[src/rtl/branch_cmp_seq.sv]
// branch_cmp_seq: multi-cycle RISC-V branch comparator.
// Operands are captured on accept, then compared CHUNK bits per cycle,
// MSB slice first. The result is held in DONE until the consumer takes it.
module branch_cmp_seq #(
    parameter int XLEN  = 32,
    parameter int CHUNK = 8
) (
    input  logic            clk,
    input  logic            rst,
    input  logic            flush,
    input  logic            in_valid,
    output logic            in_ready,
    input  logic [XLEN-1:0] a,
    input  logic [XLEN-1:0] b,
    input  logic [2:0]      funct3,
    output logic            out_valid,
    input  logic            out_ready,
    output logic            taken,
    output logic            lt,
    output logic            eq,
    output logic            illegal
);

    localparam int N  = XLEN / CHUNK;
    localparam int CW = (N > 1) ? $clog2(N) : 1;

    // A partial final slice would silently change the result, so refuse to build.
    if ((XLEN % CHUNK) != 0 || CHUNK <= 0) begin : g_bad_chunk
        $error("branch_cmp_seq: XLEN must be a positive multiple of CHUNK");
    end

    typedef enum logic [1:0] {
        IDLE = 2'd0,
        BUSY = 2'd1,
        DONE = 2'd2
    } state_t;

    state_t          state;
    state_t          state_nxt;
    logic [CW-1:0]   count;
    logic [XLEN-1:0] a_q;
    logic [XLEN-1:0] b_q;
    logic [2:0]      f3_q;
    logic            eq_acc;
    logic            lt_acc;

    logic             accept;
    logic             last;
    logic             signed_cmp;
    logic [XLEN-1:0]  msb_flip;
    logic [CHUNK-1:0] a_slice;
    logic [CHUNK-1:0] b_slice;

    assign accept     = (state == IDLE) && in_valid && !flush;
    assign last       = (count == CW'(N - 1));
    // BLT/BGE are the only signed codes; flipping the sign bits maps
    // two's-complement order onto unsigned order.
    assign signed_cmp = (funct3[2:1] == 2'b10);
    assign msb_flip   = {signed_cmp, {(XLEN-1){1'b0}}};
    // Operand registers shift left each BUSY cycle, so the current slice
    // always sits at the top.
    assign a_slice    = a_q[XLEN-1 -: CHUNK];
    assign b_slice    = b_q[XLEN-1 -: CHUNK];

    // State register
    always_ff @(posedge clk or posedge rst) begin
        if (rst) state <= IDLE;
        else     state <= state_nxt;
    end

    // Next-state logic; flush overrides every other request
    always_comb begin
        state_nxt = state;
        if (flush) begin
            state_nxt = IDLE;
        end else begin
            case (state)
                IDLE:    if (in_valid)  state_nxt = BUSY;
                BUSY:    if (last)      state_nxt = DONE;
                DONE:    if (out_ready) state_nxt = IDLE;
                default:                state_nxt = IDLE;
            endcase
        end
    end

    // Operand capture and per-slice accumulation
    always_ff @(posedge clk or posedge rst) begin
        if (rst) begin
            count  <= '0;
            a_q    <= '0;
            b_q    <= '0;
            f3_q   <= '0;
            eq_acc <= 1'b0;
            lt_acc <= 1'b0;
        end else if (accept) begin
            count  <= '0;
            a_q    <= a ^ msb_flip;
            b_q    <= b ^ msb_flip;
            f3_q   <= funct3;
            eq_acc <= 1'b1;
            lt_acc <= 1'b0;
        end else if (state == BUSY && !flush) begin
            // First differing slice decides the ordering; later slices are ignored.
            if (eq_acc && (a_slice != b_slice)) begin
                eq_acc <= 1'b0;
                lt_acc <= (a_slice < b_slice);
            end
            a_q <= a_q << CHUNK;
            b_q <= b_q << CHUNK;
            if (!last) count <= count + 1'b1;
        end
    end

    // Outputs are driven only from DONE, zero elsewhere
    always_comb begin
        in_ready  = (state == IDLE);
        out_valid = (state == DONE);
        taken     = 1'b0;
        lt        = 1'b0;
        eq        = 1'b0;
        illegal   = 1'b0;
        if (state == DONE) begin
            eq      = eq_acc;
            lt      = lt_acc;
            illegal = (f3_q[2:1] == 2'b01);
            case (f3_q)
                3'b000:         taken = eq_acc;
                3'b001:         taken = !eq_acc;
                3'b100, 3'b110: taken = lt_acc;
                3'b101, 3'b111: taken = !lt_acc;
                default:        taken = 1'b0;
            endcase
        end
    end

endmodule

[config.mk]
export PLATFORM = sky130hd
export DESIGN_NAME = branch_cmp_seq
export DESIGN_NICKNAME = d
export VERILOG_FILES = /design/src/rtl/branch_cmp_seq.sv
export SDC_FILE = /design/constraint.sdc
export NUM_CORES = 1
export LEC_CHECK = 0
export CAP_MARGIN = 20
export CORE_MARGIN = 2
export CORE_UTILIZATION = 40
export CTS_BUF_LIST = sky130_fd_sc_hd__clkbuf_16
export CTS_CLUSTER_SIZE = 40
export DETAILED_ROUTE_END_ITERATION = 12
export DONT_BUFFER_PORTS = 1
export PLACE_DENSITY = 0.52
export SLEW_MARGIN = 5
export SYNTH_ARGS = -nofsm -noshare
export SYNTH_HDL_FRONTEND = slang
export SYNTH_SLANG_ARGS = --single-unit
[constraint.sdc]
create_clock -name clk -period 3.2 [get_ports clk]
set_input_delay 0.64 -clock clk [delete_from_list [all_inputs] [get_ports clk]]
set_output_delay 0.64 -clock clk [all_outputs]
set_load 0.05 [all_outputs]
# Word-level counts from Yosys, hierarchy flattened
# Index checks and enable logic that the tools add are counted.
[word_totals]
reg_bits = 73
[classes]
addsub = 1
n_lt_le_gt_ge = 1
n_eq_ne = 15
mux = 23
bitwise = 2
n_reduce_logical = 16
[op_table]
columns = ["op", "n"]
rows = [
  ["$mux W32", 4],
  ["$xor A32 B32 Y32", 2],
  ["$mux W2", 7],
  ["$eq A3 B3 Y1 const B", 4],
  ["$mux W1", 10],
  ["$lt A8 B8 Y1", 1],
  ["$ne A8 B8 Y1", 1],
  ["$eq A2 B2 Y1 const B", 3],
  ["$ne A3 B3 Y1 const B", 2],
  ["$pmux W2 S3", 1],
  ["$eq A2 B1 Y1 const B", 2],
  ["$logic_and A1 B1 Y1", 4],
  ["$pmux W1 S4", 1],
  ["$reduce_and A2 Y1", 2],
  ["$reduce_bool A2 Y1", 2],
  ["$reduce_or A2 Y1", 2],
  ["$eq A3 B1 Y1 const B", 1],
  ["$logic_not A1 Y1", 3],
  ["$logic_not A3 Y1", 1],
  ["$ne A3 B2 Y1 const B", 1],
  ["$reduce_and A3 Y1", 1],
  ["$add A2 B1 Y2 const B", 1],
  ["$logic_not A2 Y1", 1],
  ["$ne A2 B2 Y1 const B", 1],
]

# Depth between registers and ports, before layout
# Gate-level depths: netlist of the first run.
[logic_depth]
ltp_word = 5
depth_mapped = 6

# Worst setup path before layout of the first run
# OpenSTA, ideal clock, no wires.
[synth_timing]
path_kind = "reg-to-output"
startpoint = "register state[0]"
endpoint = "output illegal"
t_arrival_ns = 1.774
required_time_ns = 2.560
path_slack_ns = 0.786
path_stages_with_launch = 3
cell_sequence = "dfrtp_1 > nand2b_1 > nor3b_1"
[synth_between]
elab_chain_cells = 2
[synth_lines]
columns = ["item", "line_no", "rtl"]
rows = [
  ["from (decl)", "38", "state_t state;"],
  ["from (signal assigned)", "68", "else state <= state_nxt;"],
  ["$eq A2 B2 Y1", "122", "if (state == DONE) begin"],
  ["$mux W1", "122", ""],
  ["to (decl)", "21", "output logic illegal"],
]
# No other way between the ends.

# Final worst setup path of the first run
[layout_timing]
startpoint = "register state[0]"
endpoint = "output eq"
[layout_between]
elab_chain_cells = 2
[layout_lines]
columns = ["item", "line_no", "rtl"]
rows = [
  ["$eq A2 B2 Y1", "n/a", ""],
  ["named net out_valid", "16", "output logic out_valid,"],
  ["$mux W1", "122", ""],
  ["to (decl)", "20", "output logic eq,"],
]
# The timed path passes the listed nets, and every way through them passes these cells.

==> flow_summary.ini, run 1 <==
[outcome]
status = finished clean

[global_route]
antenna_found_initial = 0
grt_use_total_pct = 17.5
grt_pass1_wl_microns = 11900
grt_start_max_net_pins = 82
grt-ovfl-total = 0
grt_pass1_vias = 2298

[final_layout]
final_nets = 386
layout-drive-gt1-share_pct = 9.35
final_common_cell = nand2_1
antenna-diode-count = 0
layout_common_cells = nand2_1 (80), dfrtp_1 (73), a22oi_1 (39)
n_fill_cell = 744
syn_to_final_growth_pct = 13.2

[power]
ir_worst_vdd_v = 0.000296
p_per_area_nw_per_um2 = 846
finalPower_mw = 3.11
p_leak_nw = 1.76

[drt]
drtIter0Drc = 112
vias_per_cell = 5.56
wl_per_cell_microns = 17.3
ant_nets = 0
routed_wl_microns = 7150
drtPass1Iterations = 6
vias = 2289
drc = 0

[clocking]
cts_buffer_depth = 2
cts_root_buf = clkbuf_16
clk_pin_slew_worst_paths_ps = 60
cts_max_level = 3
clock_latency_ps = 320
cts_tree = done
hold_buffers = 0
numClockSinks = 73
cts_buffers = 9
cts_setup_buffers = 0
cts_resized = 0

[worst_setup_path]
crit_path_end_kind = primary output
worst_setup_path_start_kind = flop
critPathKind = reg2out
crit_arrival_ps = 1900
critical_path_required_ps = 2560
reg2reg_to = lt_acc
reg2reg_setup_slack_ps = 1180
cp_max_fo = 5
worst_r2r_path_depth = 5
r2r_start = state[1]

[yosys]
synth_warnings = 0
synth_top_cell_by_area = dfrtp_1
synth_area_sq_um = 3250
synth.distinct_cells = 34
synth_area_per_cell_sq_um = 10.6
postSynthCellCount = 307
ys.flop_type = dfrtp_1
synthTopCellsByArea = dfrtp_1 (56%), nand2_1 (9.2%), a22oi_1 (9.0%)
synth_nets = 388
ys_seq_area_share_pct = 56.2
synth_enable_flop_cells = 0
ys_ff_latch = 73
synthArstFlopShare_pct = 100
synth_top_area_share_pct = 56.2

[timing]
relSlewSlack_pct = 41.1
hold_viol = 0
fmax_mhz = 394
period_needed_ps = 2540
finalCritPeriodShare_pct = 79.4
rsz0062_at_grt = false
slew_viol_final = 0
setup_viol_count_final = 0
worst_slew_pin_slew_ps = 881
clock_skew_ps = 5.16
tns_ps = 0
timing.hold.ws_ps = 345

[floorplanning]
start_util_pct = 41.7
die_height_microns = 94.2
row_count = 32
fp.dieW_microns = 94.2
die_area_sq_um = 8870
core_area_sq_um = 7810
io_pins = 78

[hold_path]
min_path_type = in2async

[placed_design]
place_hpwl_microns = 4850
routabilityCongestion = 0.729
io_buffers = 0

[run]
cap_violations = 0
-- how the worst max path moves through the flow --
| stage | cells after the start | to | startpoint |
|---|---|---|---|
| floorplan | 1 | a_q[0] | rst |
| global placement | 3 | eq | state[0] |
| detailed placement | 3 | eq | state[0] |
| CTS | 3 | eq | state[0] |
| global route | 3 | lt | state[1] |
| finish | 3 | eq | state[0] |
-- registers in the layout, indices dropped and copies added, names as in the netlist --
signal and flops:
count 2, b_q 32, f3_q 3, state 2, lt_acc 1, eq_acc 1, a_q 32
-- power by group --
part	switching, mW	leakage (nW)	internal [mW]	total [mW]
logic	0.365	0.691	0.305	0.671
registers	0.179	0.917	1.22	1.40
clock network	0.366	0.148	0.674	1.04
-- cells by family after synthesis --
kind of cell / after synthesis / share of synthesized area, %
xor gates and xnor gates: 5 / 1.35
AOI/OAI and AO/OA: 75 / 18.0
and+or+nand+nor: 110 / 14.9
DFF: 73 / 56.2
buffers and inverters: 30 / 4.50
adders and majority gates: 9 / 3.46
muxes: 5 / 1.65
-- through the flow --
stage / area, sq um / worst slack (ps) / std cells / utilization, %
3_5_place_dp: 3370 / 999 / 396 / 43.1
5_1_grt: 3680 / 576 / 412 / 47.1
2_1_floorplan: 3250 / 707 / 307 / -
6_report: 3680 / 660 / 412 / 47.1
3_3_place_gp: 3370 / 1030 / 396 / 43.1
4_1_cts: 3680 / 644 / 412 / 47.1
-- layout make-up --
class / instances / area (sq um) / share of cell area [%]
Sequential cell: 73 / 1830 / 49.6
Clock buffer: 9 / 225 / 6.12
Multi-Input combinational cell: 204 / 1300 / 35.3
Clock inverter: 7 / 86.3 / 2.35
Inverter: 10 / 38.8 / 1.05
Timing Repair Buffer: 7 / 77.6 / 2.11
Tap cell: 102 / 128 / 3.47
-- Yosys cell counts (all sizes together) (2+ instances only) --
library cell	instances
clkbuf	2
a211oi	2
inv	10
o211ai	2
a22oi	39
nor2b	3
xnor2	3
a221o	7
ha	9
nor3b	2
a21oi	4
mux2i	2
dfrtp	73
and2	2
nor2	8
nor3	8
o21ai	3
nand4	2
xor2	2
mux2	3
nand2	80
buf	18
a22o	16
-- layer usage --
layer,vias to the layer above,track usage [%],share of wire [%]
li1,1096,-,-
met1,1122,25.8,48
met2,63,24.8,45
met3,8,4.57,5.7
met4,0,5.80,1.1
met5,-,0,0
-- worst max-delay path: stages, from the launching register on --
cell and delay (ps):
dfrtp_1 440, nand2b_1 240, inv_1 390, and2_1 510
Power figures use the tool's default switching activity.
==> inputs of run 2 (changes only) <==
==> constraint.sdc (replaced) <==
create_clock -name clk -period 2.5 [get_ports clk]
set_input_delay 0.5 -clock clk [delete_from_list [all_inputs] [get_ports clk]]
set_output_delay 0.5 -clock clk [all_outputs]
set_load 0.05 [all_outputs]
==> run 2 against run 1 <==
  * Non-clock buffer count rose by 6
  * Largest cell class unchanged
  * Clock power rose by 38%
  * Largest power group unchanged
  * Power rose by 32%
==> flow_summary.ini, run 2 (synthesized netlist as in run 1, its figures left out) <==
[outcome]
status = finished clean

[worst_setup_path]
path_cells = nand2b_1, inv_1, and2_1
max_stage_delay_ps = 440
reg2reg_setup_slack_ps = 680
critPathKind = reg2out
worst_r2r_path_depth = 4
crit_arrival_ps = 1550
cp_top_family = simple AND/OR/NAND/NOR gates
crit_path_end_kind = primary output
reg2reg_to = b_q[25]
worst_setup_path_start_kind = flop
cp_max_fo = 5
cp_num_cells = 3
r2r_start = state[1]
crit_buf_inv = 1
critical_path_required_ps = 2000
cp_slowest_cell = and2_1

[power]
p_leak_nw = 1.80
power_frac_seq_pct = 43.5
finalPower_mw = 4.12
internal_power_mw = 2.94
switching_power_mw = 1.18
ir_worst_vdd_v = 0.000425
combinationalPowerShare_pct = 21.4
netSwitchingFraction_pct = 28.7
clock_power_share_pct = 35.1
p_per_area_nw_per_um2 = 1100

[clocking]
clk_pin_slew_worst_paths_ps = 60
cts_max_level = 3
hold_buffers = 0
numClockSinks = 73
cts_setup_buffers = 0
cts_buffers = 9
cts_root_buf = clkbuf_16
clock_latency_ps = 330
cts_tree = done
cts_buffer_depth = 2
cts_resized = 0

[placed_design]
io_buffers = 0
dp_slack_ps = 709
routabilityCongestion = 0.833
place_hpwl_microns = 4840
place_inst = 402
placed_area_sq_um = 3410

[timing]
tns_ps = 0
hold_viol = 0
relSlewSlack_pct = 56.3
period_needed_ps = 2050
timing.hold.ws_ps = 115
slew_viol_final = 0
fmax_mhz = 487
clock_skew_ps = 4.38
rsz0062_at_grt = false
finalCritPeriodShare_pct = 82.1
setup_slack_ps = 447
worst_slew_pin_slew_ps = 655
setup_viol_count_final = 0

[drt]
vias = 2263
drc = 0
vias_per_cell = 5.41
drtIter0Drc = 120
drtPass1Iterations = 4
wl_per_cell_microns = 17.0
routed_wl_microns = 7110
ant_nets = 0

[floorplanning]
start_util_pct = 41.7
core_area_sq_um = 7810
die_height_microns = 94.2
fp.dieW_microns = 94.2
die_area_sq_um = 8870
row_count = 32
io_pins = 78

[final_layout]
fin_util_pct = 48.0
reg.largest.list = a_q x32, b_q x32, f3_q x3
final_common_cell = nand2_1
layout_common_cells = nand2_1 (80), dfrtp_1 (73), a22oi_1 (39)
final_nets = 392
fin_cells = 418
antenna-diode-count = 0
finalInstanceArea_sq_um = 3750
layout-drive-gt1-share_pct = 11.4
syn_to_final_growth_pct = 15.3

[global_route]
antenna_found_initial = 0
grt-ovfl-total = 0
grt_start_max_net_pins = 71
grt_pass1_wl_microns = 11500
grt_pass1_vias = 2162
grt_use_total_pct = 17.3

[hold_path]
min_path_type = in2async

[run]
cap_violations = 0
## run 2: layout make-up
cell class	instances	area, sq um
fill	745	4060
sequential	73	1830
multi-input combinational	204	1300
clock buffer	9	225
tap	102	128
timing repair buffer	13	123
clock inverter	7	110
inverter	10	38.8
## run 2: metal layers
metal	vias to the layer above	global-route usage (%)	wire length (microns)	part of all wire, %
li1	1095	-	-	-
met1	1099	25.7	3450	49
met2	56	23.9	3140	44
met3	13	4.57	398	5.6
met4	0	6.88	119	1.7
met5	-	0	0	0
## run 2: power by group through the flow
| stage | Combinational, mW | Clock, mW | Sequential, mW |
|---|---|---|---|
| finish | 0.882 | 1.44 | 1.79 |
| detailed placement | 0.883 | 0 | 1.81 |
| floorplan | 0.724 | 0 | 1.74 |
| global route | 1.01 | 1.53 | 1.84 |
| CTS | 0.893 | 1.47 | 1.80 |
| global placement | 0.859 | 0 | 1.81 |
## run 2: how the worst max path moves through the flow
stage / from / endpoint
floorplan: rst / a_q[0]
global placement: state[1] / b_q[25]
detailed placement: state[1] / b_q[28]
CTS: state[0] / eq
global route: state[1] / eq
finish: state[0] / eq
